### config.mk
export PLATFORM = sky130hd
export DESIGN_NAME = if_stage
export DESIGN_NICKNAME = d
export VERILOG_FILES = /design/src/rtl/if_stage.sv
export SDC_FILE = /design/constraint.sdc
export NUM_CORES = 1
export LEC_CHECK = 0
export BUFFER_PORTS_ARGS = -buffer_cell sky130_fd_sc_hd__buf_2
export CAP_MARGIN = 20
export CELL_PAD_IN_SITES_DETAIL_PLACEMENT = 1
export CELL_PAD_IN_SITES_GLOBAL_PLACEMENT = 1
export CORE_ASPECT_RATIO = 0.7
export CORE_UTILIZATION = 37
export CTS_BUF_LIST = sky130_fd_sc_hd__clkbuf_8 sky130_fd_sc_hd__clkbuf_16
export CTS_CLUSTER_DIAMETER = 120
export DETAILED_ROUTE_END_ITERATION = 8
export PLACE_DENSITY = 0.9
export SYNTH_ARGS = -nofsm -noshare
export SYNTH_HDL_FRONTEND = slang
export SYNTH_SLANG_ARGS = --single-unit
export TNS_END_PERCENT = 5
### constraint.sdc
create_clock -name Clk -period 2.8 [get_ports Clk]
set_input_delay 0.14 -clock Clk [delete_from_list [all_inputs] [get_ports Clk]]
set_output_delay 0.14 -clock Clk [all_outputs]
set_load 0.05 [all_outputs]
### src/rtl/if_stage.sv
// ============================================================================
//  Module   : if_stage
//  Purpose  : Instruction-fetch stage with the IF/ID pipeline register.
//             Optional performance counters are enabled with `PERF_CNT_EN.
//  Revision : 1.0  initial release
// ============================================================================
`default_nettype none

module if_stage #(
    parameter logic [31:0] RESET_PC  = 32'h0000_0000,
    parameter logic [31:0] NOP_INSTR = 32'h0000_0013
) (
    input  logic        Clk,
    input  logic        Reset,
    input  logic        Stall,
    input  logic        Redirect,
    input  logic [31:0] RedirTarget,
    output logic [31:0] Iaddr,
    input  logic [31:0] IM_Instr,
    output logic [31:0] IF_ID_PC,
    output logic [31:0] IF_ID_Instr,
    output logic        IF_ID_Valid
`ifdef PERF_CNT_EN
    ,
    output logic [31:0] StallCnt,
    output logic [31:0] FlushCnt
`endif
);

    localparam logic [31:0] c_PC_STEP    = 32'h0000_0004;
    localparam logic [31:0] c_ALIGN_MASK = 32'hFFFF_FFFC;

    logic [31:0] r_pc;
    logic [31:0] r_if_id_pc;
    logic [31:0] r_if_id_instr;
    logic        r_if_id_valid;

    logic [31:0] w_redir_pc;

    // Low two target bits are discarded: fetches are always word aligned.
    assign w_redir_pc = RedirTarget & c_ALIGN_MASK;

    // Priority: a redirect from an older branch kills whatever stall is pending.
    always_ff @(posedge Clk or posedge Reset) begin
        if (Reset) begin
            r_pc          <= RESET_PC;
            r_if_id_pc    <= 32'h0000_0000;
            r_if_id_instr <= NOP_INSTR;
            r_if_id_valid <= 1'b0;
        end else if (Redirect) begin
            r_pc          <= w_redir_pc;
            r_if_id_pc    <= 32'h0000_0000;
            r_if_id_instr <= NOP_INSTR;
            r_if_id_valid <= 1'b0;
        end else if (!Stall) begin
            r_pc          <= r_pc + c_PC_STEP;
            r_if_id_pc    <= r_pc;
            r_if_id_instr <= IM_Instr;
            r_if_id_valid <= 1'b1;
        end
    end

    assign Iaddr       = r_pc;
    assign IF_ID_PC    = r_if_id_pc;
    assign IF_ID_Instr = r_if_id_instr;
    assign IF_ID_Valid = r_if_id_valid;

`ifdef PERF_CNT_EN
    logic [31:0] r_stall_cnt;
    logic [31:0] r_flush_cnt;

    // Saturating counters; only Reset clears them.
    always_ff @(posedge Clk or posedge Reset) begin
        if (Reset) begin
            r_stall_cnt <= 32'h0000_0000;
            r_flush_cnt <= 32'h0000_0000;
        end else begin
            if (Stall && !Redirect && (r_stall_cnt != 32'hFFFF_FFFF))
                r_stall_cnt <= r_stall_cnt + 32'h0000_0001;
            if (Redirect && (r_flush_cnt != 32'hFFFF_FFFF))
                r_flush_cnt <= r_flush_cnt + 32'h0000_0001;
        end
    end

    assign StallCnt = r_stall_cnt;
    assign FlushCnt = r_flush_cnt;
`endif

endmodule

`default_nettype wire

==> Word-level counts from Yosys, hierarchy flattened <==
Cells that the tools add are included.
{ "totals": {"mem_bits_rw": 0, "mem_bits_ro": 0, "elab_cells": 14, "memories": 0, "ff_bits": 97, "latchBits": 0, "output_inout_bits": 97} }
{ "op_classes": {"n_bitwise": 0, "addsub": 1, "eq_ne": 1, "shift": 0, "n_mul": 0, "reduce_logical": 0, "div": 0, "order_cmp": 0, "n_mux": 8} }
{ "op_table": {"columns": ["cell", "count"], "rows": [
  ["$mux 32", 6],
  ["$add 32x3->32 const B", 1],
  ["$mux 1", 2],
  ["$ne 2x1->1 const B", 1]
]} }

==> Depth between registers and ports, before layout <==
Gate-level depths: netlist of the first run.
{ "logic_depth": {"depth_word": 3, "ltp_mapped": 6, "mapped_depth_nobuf": 5} }

==> Worst setup path after synthesis of the first run <==
No wires, ideal clock.
{ "synth_path": {"kind": "flip-flop to flip-flop", "from": "reg r_pc[2] (netlist: Iaddr[2])", "to": "reg r_pc[28] (netlist: Iaddr[28])", "path_stages_with_launch": 7, "setup_slack_ps": 669, "t_required_ps": 2718, "n_path_buf": 1, "t_arrival_ps": 2050, "path_cell_list": "dfrtp_1 > ha_1 > and3_1 > buf_2 > nand4_1 > or4_1 > a31oi_1"} }
{ "synth_between": {"elab_chain_cells": 3} }
{ "synth_lines": {"columns": ["element", "line_no", "rtl"], "rows": [
  ["from (decl)", "33", "logic [31:0] r_pc;"],
  ["from (signal assigned)", "51", "r_pc <= w_redir_pc;"],
  ["from (signal assigned)", "56", "r_pc <= r_pc + c_PC_STEP;"],
  ["$add 32x3->32", "56", null],
  ["$mux 32", "55", "end else if (!Stall) begin"],
  ["$mux 32", "50", "end else if (Redirect) begin"]
]} }
Every way passes these cells. The select of a mux whose other input is x is not followed.
A chain may end at the register's enable or synchronous reset.

==> Worst setup path after layout of the first run <==
{ "layout_path": {"from": "reg r_pc[9] (netlist: Iaddr[9])", "to": "reg r_pc[28] (netlist: Iaddr[28])"} }
The elaborated chain is that of the path after synthesis.

==> Flow_metrics.wiki, run 1 <==
{| class="wikitable"
! Metric !! Value
|-
| Run status || completed
|-
| Leakage power figure || approximately 0.0029 µW
|-
| Dominant register cell in the synthesized netlist || sky130_fd_sc_hd__dfrtp_1
|-
| Clock tree from TritonCTS || yes
|-
| Largest net degree at the start of global routing || between 80 and 90
|-
| Post_cts resized || 0
|-
| Dpl ws || approximately 0.57 ns
|-
| Worst setup EP type || flop
|-
| Die Area || 12200 µm²
|-
| Max Clk Rate || 431 MHz
|-
| Antenna Cells || 0
|-
| Number of buffers created by CTS || 9
|-
| Overflow left after global routing || 0
|-
| Worst-case setup margin in the final layout || ~0.48 ns
|-
| Worst path arrival time || about 2.6 ns
|-
| Area growth, synth to finish || 29.0%
|-
| Synthesized-area fraction occupied by and/or/nand/nor cells || 0.185
|-
| Synth Instances || 412
|-
| Max Cap Viol || 0
|-
| Register clock-pin slew on the reported worst setup and hold paths || around 0.070 ns
|-
| Ratio of final minimum period to clock period || 0.830
|-
| Number of antenna violations at the first check in global routing || 1
|-
| Violation count after the first detailed-route iteration || about 170
|-
| Area of the core || 11300 µm²
|-
| Clock period minus final worst setup slack || 2.32 ns
|-
| Worst endpoint required time || approximately 3 ns
|-
| XOR/XNOR share of the synthesized area || 0.0221
|-
| Placer Congestion || around 0.8
|-
| Clock tree buffer depth || 2
|-
| Synthesized-area fraction occupied by adder cells || 0.00287
|-
| CTS root buf || sky130_fd_sc_hd__clkbuf_16
|-
| # rows || 32
|-
| Count of vias placed by the detailed router || 3766
|-
| DRC || 0
|-
| Category of the worst setup path launch point || flop
|-
| Max-slew headroom at the worst pin || 0.578
|-
| RSZ-0062 raised after global routing || false
|-
| Aggregate routed wire length || 12.6 mm
|-
| Final count of pins violating max slew || 0
|-
| Cell type contributing the most total cell area after synthesis || sky130_fd_sc_hd__dfrtp_1
|-
| Main combinational cell family by area after synthesis || simple AND/OR/NAND/NOR gates
|-
| FF+latch count, synth || between 90 and 100
|-
| Effective utilization at floorplan || 0.388
|-
| Max IR drop VDD || around 0.34 mV
|-
| TNS Setup || 0 ns
|-
| Detailed placer's ending HPWL || just under 9 mm
|-
| Critical Path Fanout Max || 13
|-
| Mux contribution to synthesized area || 0.142
|-
| Path type of the worst min-delay path || in -> reg
|-
| Syn Std Cell Area || roughly 4400 µm²
|-
| Least-Margin Pin Slew || between 0.6 and 0.7 ns
|-
| Post-Synthesis Mean Instance Area || around 11 µm²
|-
| X dimension of the die || 132 µm
|-
| Number of detailed-route iterations in the first pass || 4
|-
| DRT antenna net count || 0
|-
| Wire length of the first global-routing pass || around 21 mm
|-
| Global-route usage over all layers || 0.217
|-
| Clock Sink Count || 94
|-
| Final count of negative-setup-slack endpoints || 0
|-
| Hold Worst Slack || between 0.01 and 0.015 ns
|-
| Vias in the first global route || 4024
|-
| Placed cell areas || roughly 5300 µm²
|-
| Fin area || approximately 5600 µm²
|-
| Leading cell types in the layout, fill and taps excluded || 158 x sky130_fd_sc_hd__buf_2, 91 x sky130_fd_sc_hd__dfrtp_1, 71 x sky130_fd_sc_hd__nor2_1
|-
| Worst clock skew || just under 0.009 ns
|-
| Final routed wire length divided by cell count || between 15 and 20 µm
|-
| Top Ports || 165
|-
| Number of nets at the end of the flow || around 630
|-
| Pwr per Cell Area || 661 nW/µm²
|-
| Most common cell after layout, fill and taps aside || sky130_fd_sc_hd__buf_2
|-
| Fraction of the yosys area taken by sequential cells || 0.540
|-
| Count of buffers from port buffering || 160
|-
| Hold violation count in the final report || 0
|-
| Number of synthesis warnings || 0
|-
| Vias per cell || approximately 5.2
|-
| Compound-gate portion of the synthesized area || 0.0680
|-
| Share of final-layout standard cells stronger than drive strength 1 || 0.340
|-
| Number of unique standard cell types used by synthesis || between 40 and 50
|-
| Crit path kind || reg -> reg
|-
| Top cell type's share of synthesized area || 0.522
|-
| Proportion of synthesized flip-flops having asynchronous set or reset || 1.00
|-
| Largest cells by area after synthesis || sky130_fd_sc_hd__dfrtp_1 52%, sky130_fd_sc_hd__mux2i_1 14%, sky130_fd_sc_hd__nor2_1 6.1%
|-
| Number of flops mapped to enable cells by yosys || 0
|-
| Die span in y || approximately 93 µm
|-
| Clock insertion delay at the later pin of the skew report || ~0.34 ns
|-
| H-tree level count || 3
|}
-- cell type report --
cell class                 instances  area (µm²)
fill                            1289        5630
tap                              153         191
inverter                           5        21.3
sequential                        94        2360
multi-input combinational        283        1840
clock inverter                     4        68.8
clock buffer                      12         267
timing repair buffer             167         881
-- worst max-delay path, stage by stage, from the launching register on --
cell and delay [ns]:
sky130_fd_sc_hd__dfrtp_1 0.48, sky130_fd_sc_hd__and4_1 0.46, sky130_fd_sc_hd__nand3_1 0.47, sky130_fd_sc_hd__or4_1 0.65, sky130_fd_sc_hd__a31oi_1 0.18
-- registers in the layout, summed over array words and instances, names as in the netlist --
register and cells:
IF_ID_Instr 32, Iaddr 30, IF_ID_PC 31, IF_ID_Valid 1
-- cell families (layout without fill, tap and decap cells) --
group | after synthesis | after routing
flops | 94 | 94
compound gates | 45 | 45
fa+ha+maj | 1 | 1
other cells | 1 | 2
buf+inv | 36 | 188
simple gates | 162 | 162
mux | 62 | 62
xor+xnor | 11 | 11
-- worst paths after layout --
check	start	endpoint	slack, ns	cells after the start
min	RedirTarget[14]	Iaddr[14]	0.01	3
max	Iaddr[9]	Iaddr[28]	0.48	4
min in group asynchronous	Reset	IF_ID_Instr[30]	0.33	3
max reg2reg	Iaddr[9]	Iaddr[28]	0.48	4
max in group asynchronous	Reset	Iaddr[31]	1.61	5
min reg2reg	IF_ID_PC[5]	IF_ID_PC[5]	0.51	2
-- what timing repair did --
item,in CTS,in global routing
setup buffers,0,0
hold buffers,0,1
hold endpoints to repair,0,25
-- cells in the mapped netlist (all sizes together), types with 2 or more instances --
cell,n
nor2,71
and3,7
o21ai,13
o211ai,6
nand2,34
nand3,13
o311ai,2
and4,3
o31ai,8
or3,2
mux2i,62
inv,5
or2,2
dfstp,3
dfrtp,91
nor2b,3
buf,18
xor2,10
clkbuf,13
nand4,10
a31oi,10
or4,13
o41ai,2
a21oi,2
-- power by group --
| group | total [µW] | internal (µW) | switching, µW |
|---|---|---|---|
| Clock | 1350 | 851 | 498 |
| Sequential | 1560 | 1460 | 104 |
| Combinational | 807 | 212 | 594 |
-- stage by stage --
stage / total power, µW / util / instances
after floorplan: 2150 / - / 413
after global placement: 2350 / 0.467 / 700
after detailed placement: 2390 / 0.467 / 700
after CTS: 3760 / 0.497 / 716
after global routing: 3880 / 0.500 / 718
final: 3720 / 0.500 / 718
-- metal layers --
| layer | wire, µm | vias up | GRT usage |
|---|---|---|---|
| li1 | - | 1742 | - |
| met4 | 149 | 0 | 0.0669 |
| met1 | 5510 | 1867 | 0.266 |
| met2 | 6200 | 141 | 0.372 |
| met5 | 0 | - | 0 |
| met3 | 788 | 16 | 0.0613 |
Note: power is estimated with default switching activity, not from simulation.
==> run 2, diff against run 1 <==
Settings changed: ABC_AREA set to 1, CORE_UTILIZATION 37 to 32, PLACE_DENSITY 0.9 to 0.86.
Clock period 2.8 ns to 1.9 ns, I/O delays scaled along.
==> run 2 against run 1 <==
  * Critical path depth is 6 higher
  * Fmax is 38% higher
  * Hold slack worse by 0.0067 ns
  * Die area is 19% higher
  * Global-route usage is 0.85 points higher
  * Sequential power is 51% higher
  * Via count is 20% higher
  * Clock power is 43% higher
  * Cell area is 10% higher
  * Synthesized cell count is 31% higher
  * Critical endpoint is now Iaddr[22]
  * Highest routed layer is now met5
==> Flow_metrics.wiki, run 2 <==
{| class="wikitable"
! Metric !! Value
|-
| Worst path arrival time || about 1.9 ns
|-
| Count of buffers from port buffering || 160
|-
| Largest net degree at the start of global routing || 50
|-
| Number of synthesis warnings || 0
|-
| Top cell type's share of synthesized area || 0.507
|-
| Violation count after the first detailed-route iteration || approximately 240
|-
| # rows || 35
|-
| Met3 WL || roughly 930 µm
|-
| Leading cell types by count after synthesis || 165 x sky130_fd_sc_hd__nand2_1, 91 x sky130_fd_sc_hd__dfrtp_1, 43 x sky130_fd_sc_hd__nor2_1
|-
| Final count of negative-setup-slack endpoints || 0
|-
| Vias in the first global route || about 4800
|-
| Number of flops mapped to enable cells by yosys || 0
|-
| Area of the core || 13400 µm²
|-
| Most frequent cell after synthesis || sky130_fd_sc_hd__nand2_1
|-
| Number of antenna violations at the first check in global routing || 2
|-
| Post-Synthesis Mean Instance Area || 8.35 µm²
|-
| Register clock-pin slew on the reported worst setup and hold paths || roughly 0.07 ns
|-
| Ratio of final minimum period to clock period || 0.888
|-
| Proportion of synthesized flip-flops having asynchronous set or reset || 1.00
|-
| Effective utilization at floorplan || 0.334
|-
| Post-CTS setup buffer count || 0
|-
| Global-route usage over all layers || 0.226
|-
| Highest Signal Layer || met5
|-
| X dimension of the die || ~140 µm
|-
| Clock tree buffer depth || 2
|-
| Most common cell after layout, fill and taps aside || sky130_fd_sc_hd__nand2_1
|-
| Number of detailed-route iterations in the first pass || 4
|-
| Number of nets at the end of the flow || about 800
|-
| Final routed wire length divided by cell count || roughly 17 µm
|-
| Syn Std Cell Area || ~4500 µm²
|-
| Hold buffers post-CTS || 32
|-
| Top Ports || about 170
|-
| DRC || 0
|-
| RSZ-0062 raised after global routing || false
|-
| Final count of pins violating max slew || 0
|-
| Worst clock skew || between 0.006 and 0.007 ns
|-
| Area growth, synth to finish || 37.8%
|-
| Path type of the worst min-delay path || in -> reg
|-
| Antenna Cells || 0
|-
| Die Area || about 15000 µm²
|-
| Max Cap Viol || 0
|-
| Crit path kind || reg -> reg
|-
| Leakage power figure || around 0.0032 µW
|-
| Vias per cell || ~4.9
|-
| Hold violation count in the final report || 0
|-
| Wire length of the first global-routing pass || about 25 mm
|-
| Die span in y || about 100 µm
|-
| Overflow left after global routing || 0
|-
| Synth Instances || 538
|-
| Met2 wire length || around 7.6 mm
|-
| Placer Congestion || roughly 0.83
|-
| Largest cells by area after synthesis || sky130_fd_sc_hd__dfrtp_1 51%, sky130_fd_sc_hd__nand2_1 14%, sky130_fd_sc_hd__a22o_1 6.2%
|-
| DRT antenna net count || 0
|-
| Clock period minus final worst setup slack || around 1.7 ns
|-
| Dpl ws || 0.240 ns
|-
| Dominant register cell in the synthesized netlist || sky130_fd_sc_hd__dfrtp_1
|-
| Number of buffers created by CTS || 9
|-
| CTS root buf || sky130_fd_sc_hd__clkbuf_16
|-
| Max-slew headroom at the worst pin || 0.556
|-
| Max Clk Rate || slightly below 600 MHz
|-
| Worst setup EP type || flop
|-
| Detailed placer's ending HPWL || 11.4 mm
|-
| Clock Sink Count || 94
|-
| FF+latch count, synth || 94
|-
| Leading cell types in the layout, fill and taps excluded || 165 x sky130_fd_sc_hd__nand2_1, 160 x sky130_fd_sc_hd__buf_2, 91 x sky130_fd_sc_hd__dfrtp_1
|-
| Max IR drop VDD || 0.422 mV
|-
| Fraction of the yosys area taken by sequential cells || 0.524
|-
| Pwr per Cell Area || just over 900 nW/µm²
|-
| Clock insertion delay at the later pin of the skew report || 0.34 ns
|-
| Cell type contributing the most total cell area after synthesis || sky130_fd_sc_hd__dfrtp_1
|-
| Share of final-layout standard cells stronger than drive strength 1 || 0.305
|-
| Number of unique standard cell types used by synthesis || 27
|-
| Critical Path Fanout Max || 6
|-
| Largest register FFs || 32
|-
| Total of fill cells in the finished design || between 1500 and 2000
|-
| Worst endpoint required time || 2.14 ns
|-
| Run status || completed
|-
| Detailed-routing wirelength on met1 || approximately 7.1 mm
|-
| TNS Setup || 0 ns
|-
| Category of the worst setup path launch point || flop
|-
| Worst-case setup margin in the final layout || ~0.21 ns
|-
| H-tree level count || 3
|-
| Aggregate routed wire length || 15.9 mm
|-
| Clock tree from TritonCTS || yes
|-
| Post_cts resized || 0
|-
| Least-Margin Pin Slew || about 0.66 ns
|-
| Count of vias placed by the detailed router || 4510
|}
run 2: changes by cell type in the layout (fill, tap and decap cells not counted), sizes merged, moves of 12 or more:
cell	change
a22o	+32
dlygate4sd3	+31
mux2i	-62
or4	-13
nand3	+22
a21oi	+12
inv	+41
o21ai	+31
nor2	-13
nand2	+137
run 2: final timing paths:
path,end,start,cells after the start,slack (ns)
worst max-delay path,Iaddr[22],Iaddr[3],10,0.21
worst min register to register,IF_ID_PC[18],IF_ID_PC[18],2,0.47
worst min-delay path,IF_ID_Instr[24],IM_Instr[24],2,0.006
max in group asynchronous,IF_ID_PC[25],Reset,4,0.94
min in group asynchronous,IF_ID_Instr[25],Reset,3,0.41
worst max register to register,Iaddr[22],Iaddr[3],10,0.21
run 2: layout make-up:
class                           instances  area, µm²  share of cell area
Tap cell                              185        231              0.0374
Clock inverter                          7       90.1              0.0145
Multi-Input combinational cell        373       1860               0.300
Clock buffer                            9        225              0.0364
Sequential cell                        94       2360               0.380
Inverter                               45        173              0.0279
Timing Repair Buffer                  204       1260               0.204
run 2: worst max-delay path, cell delays in order, from the launching register on:
cell                      delay, ns
sky130_fd_sc_hd__dfrtp_1       0.44
sky130_fd_sc_hd__ha_1          0.22
sky130_fd_sc_hd__nand2_2       0.11
sky130_fd_sc_hd__nor2_8        0.18
sky130_fd_sc_hd__nand2_4       0.10
sky130_fd_sc_hd__nor2_4        0.20
sky130_fd_sc_hd__nand2_1       0.08
sky130_fd_sc_hd__nand2_1       0.06
sky130_fd_sc_hd__nand3_1       0.07
sky130_fd_sc_hd__nand2_1       0.07
sky130_fd_sc_hd__nand2_1       0.05
run 2: cell families after synthesis:
| logic type | count (synthesis) | synth area share |
|---|---|---|
| simple gates | 266 | 0.256 |
| compound gates | 104 | 0.150 |
| flops | 94 | 0.524 |
| buf+inv | 72 | 0.0666 |
| fa+ha+maj | 1 | 0.00278 |
| other cells | 1 | 0.000835 |
run 2: power breakdown:
| part | internal (µW) | total, µW | switching, µW |
|---|---|---|---|
| clock | 1150 | 1930 | 781 |
| sequential | 2170 | 2350 | 181 |
| combinational | 392 | 1500 | 1110 |
run 2: per-stage QoR:
step	hold WS (ns)	cells	instance area (µm²)	power [µW]	util
finish	0.00578	917	6190	5780	0.461
global route	0.00754	917	6190	6020	0.461
CTS	0.00618	917	6190	5820	0.461
detailed placement	0.231	869	5560	3830	0.413
global placement	0.219	869	5560	3780	0.413
floorplan	0.241	539	4500	3370	-
run 2: metal layers:
layer,global-route usage,vias to the layer above
met5,0,-
met4,0.0491,2
met3,0.0591,17
met2,0.378,119
met1,0.295,2236
li1,-,2136
==> run 3, diff against run 2 <==
Settings changed: BUFFER_PORTS_ARGS -buffer_cell sky130_fd_sc_hd__buf_2 to -buffer_cell sky130_fd_sc_hd__buf_4.
==> run 3 against run 2 <==
  * Critical path depth is 2 lower
  * Global-route usage grew 0.52 points
  * Cell area increased by 6.1%
  * Largest cell class unchanged
  * Via count increased by 0.80%
  * Utilization is 2.8 points higher
  * First-iteration DRC count down 24%
  * Count of clock-buffer cells in the layout unchanged
  * Register-to-register slack got worse by 0.03 ns
  * Worst setup slack got worse by 0.035 ns
  * Power grew 1.9%
==> Flow_metrics.wiki, run 3 (synthesized netlist as in run 2, its figures left out) <==
{| class="wikitable"
! Metric !! Value
|-
| Worst clock skew || approximately 0.0066 ns
|-
| Hold Path Depth || 3
|-
| Worst endpoint required time || 2.12 ns
|-
| Largest register FFs || 32
|-
| Switching power total || 2160 µW
|-
| Clock Sink Count || 94
|-
| Leading cell types in the layout, fill and taps excluded || 166 x sky130_fd_sc_hd__buf_4, 165 x sky130_fd_sc_hd__nand2_1, 91 x sky130_fd_sc_hd__dfrtp_1
|-
| CTS root buf || sky130_fd_sc_hd__clkbuf_16
|-
| Comb pwr share || 0.278
|-
| Depth of the most critical reg-to-reg path || 8
|-
| TNS Setup || 0 ns
|-
| PnR Total Power || roughly 5900 µW
|-
| Endpoint of the worst-slack reg-to-reg timing path || Iaddr[14]
|-
| Number of non-filler instances in the completed layout || 916
|-
| Least-Margin Pin Slew || slightly above 0.5 ns
|-
| Antenna Cells || 0
|-
| Max-slew headroom at the worst pin || 0.655
|-
| X dimension of the die || roughly 140 µm
|-
| Utilization after layout || 0.489
|-
| Top Ports || 165
|-
| Worst path arrival time || ~2.0 ns
|-
| Proportion of total power due to net switching || 0.367
|-
| Number of buffers created by CTS || 9
|-
| Total of fill cells in the finished design || 1597
|-
| Share of final-layout standard cells stronger than drive strength 1 || 0.304
|-
| Vias per cell || approximately 5
|-
| Wire length of the first global-routing pass || 25.6 mm
|-
| Combined buffer and inverter count along the critical path || 0
|-
| Largest incremental delay on the critical path || roughly 0.43 ns
|-
| Post-CTS setup buffer count || 0
|-
| Max Clk Rate || slightly below 600 MHz
|-
| Post_cts resized || 0
|-
| Fin area || around 6600 µm²
|-
| Proportion of power drawn by the clock network || 0.321
|-
| Aggregate routed wire length || 16.3 mm
|-
| Category of the worst setup path launch point || flop
|-
| Count of buffers from port buffering || between 150 and 200
|-
| Origin of the worst min-delay path || RedirTarget[13]
|-
| Placed cell areas || 5920 µm²
|-
| Worst setup EP type || flop
|-
| Die Area || about 15000 µm²
|-
| Final count of negative-setup-slack endpoints || 0
|-
| Max IR drop VDD || between 0.4 and 0.5 mV
|-
| Total area of sequential cells || roughly 2400 µm²
|-
| Clock insertion delay at the later pin of the skew report || 0.35 ns
|-
| DRT antenna net count || 0
|-
| RSZ-0062 raised after global routing || false
|-
| H-tree level count || 3
|-
| Area growth, synth to finish || 46.2%
|-
| Critical Path Fanout Max || 6
|-
| Top delay family on crit path || simple AND/OR/NAND/NOR gates
|-
| Crit path kind || reg -> reg
|-
| Number of nets at the end of the flow || ~800
|-
| Count of vias placed by the detailed router || 4546
|-
| Placer Congestion || around 0.8
|-
| Seq pwr share || 0.401
|-
| Global-route usage over all layers || 0.231
|-
| Leakage power figure || 0.00329 µW
|-
| Clock tree buffer depth || 2
|-
| Effective utilization at floorplan || 0.334
|-
| Pwr per Cell Area || approximately 900 nW/µm²
|-
| Number of antenna violations at the first check in global routing || 0
|-
| Final count of pins violating max slew || 0
|-
| Max Cap Viol || 0
|-
| Most common cell after layout, fill and taps aside || sky130_fd_sc_hd__buf_4
|-
| Path type of the worst min-delay path || in -> reg
|-
| Overflow left after global routing || 0
|-
| Detailed placer's ending HPWL || roughly 11 mm
|-
| DRC || 0
|-
| Total internal power || approximately 3700 µW
|-
| Ratio of final minimum period to clock period || 0.907
|-
| Largest net degree at the start of global routing || between 90 and 100
|-
| Register clock-pin slew on the reported worst setup and hold paths || around 0.07 ns
|-
| Hold buffers post-CTS || 34
|-
| Reg2Reg Setup Slack || approximately 0.18 ns
|-
| Area of the core || between 10000 and 15000 µm²
|-
| # rows || 35
|-
| Number of detailed-route iterations in the first pass || 4
|-
| Vias in the first global route || 4885
|-
| Run status || completed
|-
| Die span in y || ~100 µm
|-
| Clock tree from TritonCTS || yes
|-
| Hold violation count in the final report || 0
|-
| Violation count after the first detailed-route iteration || 180
|-
| Final routed wire length divided by cell count || 17.8 µm
|-
| Clock period minus final worst setup slack || 1.72 ns
|-
| Reg2Reg Launch Point || Iaddr[3]
|-
| Crit-path cells || ha_1 > nand2_2 > nor2_8 > nand2_4 > nor2_2 > nand3_1 > o21ai_0 > nor2_1
|-
| Area taken by multi-input logic gates || 1860 µm²
|-
| Worst hold path endpoint || Iaddr[13]
|-
| Critical Path Slowest Stage Cell || sky130_fd_sc_hd__dfrtp_1
|-
| Placed Instances || 866
|}
[run 3: changes by cell type in the layout (fill, tap and decap cells not counted), sizes merged]
cell and delta:
buf -3, dlygate4sd3 +2, clkinvlp +1, bufinv -1
[run 3: how the worst max path moves through the flow]
stage / end / from / cells past startpoint
finish: Iaddr[14] / Iaddr[3] / 8
detailed placement: Iaddr[14] / Iaddr[3] / 8
CTS: Iaddr[14] / Iaddr[3] / 8
global route: Iaddr[14] / Iaddr[3] / 8
global placement: Iaddr[30] / Iaddr[3] / 10
floorplan: Iaddr[22] / Iaddr[3] / 10
[run 3: power groups by stage]
stage	Clock [µW]	Sequential (µW)	Combinational, µW
after floorplan	0	2930	443
after global placement	0	2380	1540
after detailed placement	0	2390	1580
after CTS	1930	2360	1640
after global routing	2000	2380	1740
final	1890	2360	1640
[run 3: cell type report]
| cell class | instances | share of cell area |
|---|---|---|
| Multi-Input combinational cell | 373 | 0.283 |
| Inverter | 45 | 0.0263 |
| Timing Repair Buffer | 203 | 0.251 |
| Clock inverter | 7 | 0.0122 |
| Clock buffer | 9 | 0.0343 |
| Tap cell | 185 | 0.0352 |
| Sequential cell | 94 | 0.359 |
[run 3: per-layer routing]
layer / track usage / vias up / routed length [µm]
met5: 0 / - / 0
met2: 0.390 / 134 / 7840
li1: - / 2131 / -
met4: 0.0597 / 0 / 221
met1: 0.291 / 2261 / 7160
met3: 0.0686 / 20 / 1100
[run 3: metrics by stage]
step	hold slack, ns	worst slack [ns]
floorplan	0.241	0.0789
global placement	0.282	0.304
detailed placement	0.293	0.208
CTS	0.0151	0.184
global route	0.0266	0.0465
finish	0.0212	0.177
[run 3: worst register-to-register path, delay by kind of cell, from the launching register on]
kind	cells	cell delay, ns
and+or+nand+nor	6	0.82
DFF	1	0.43
adders and majority gates	1	0.22
AOI/OAI and AO/OA	1	0.12
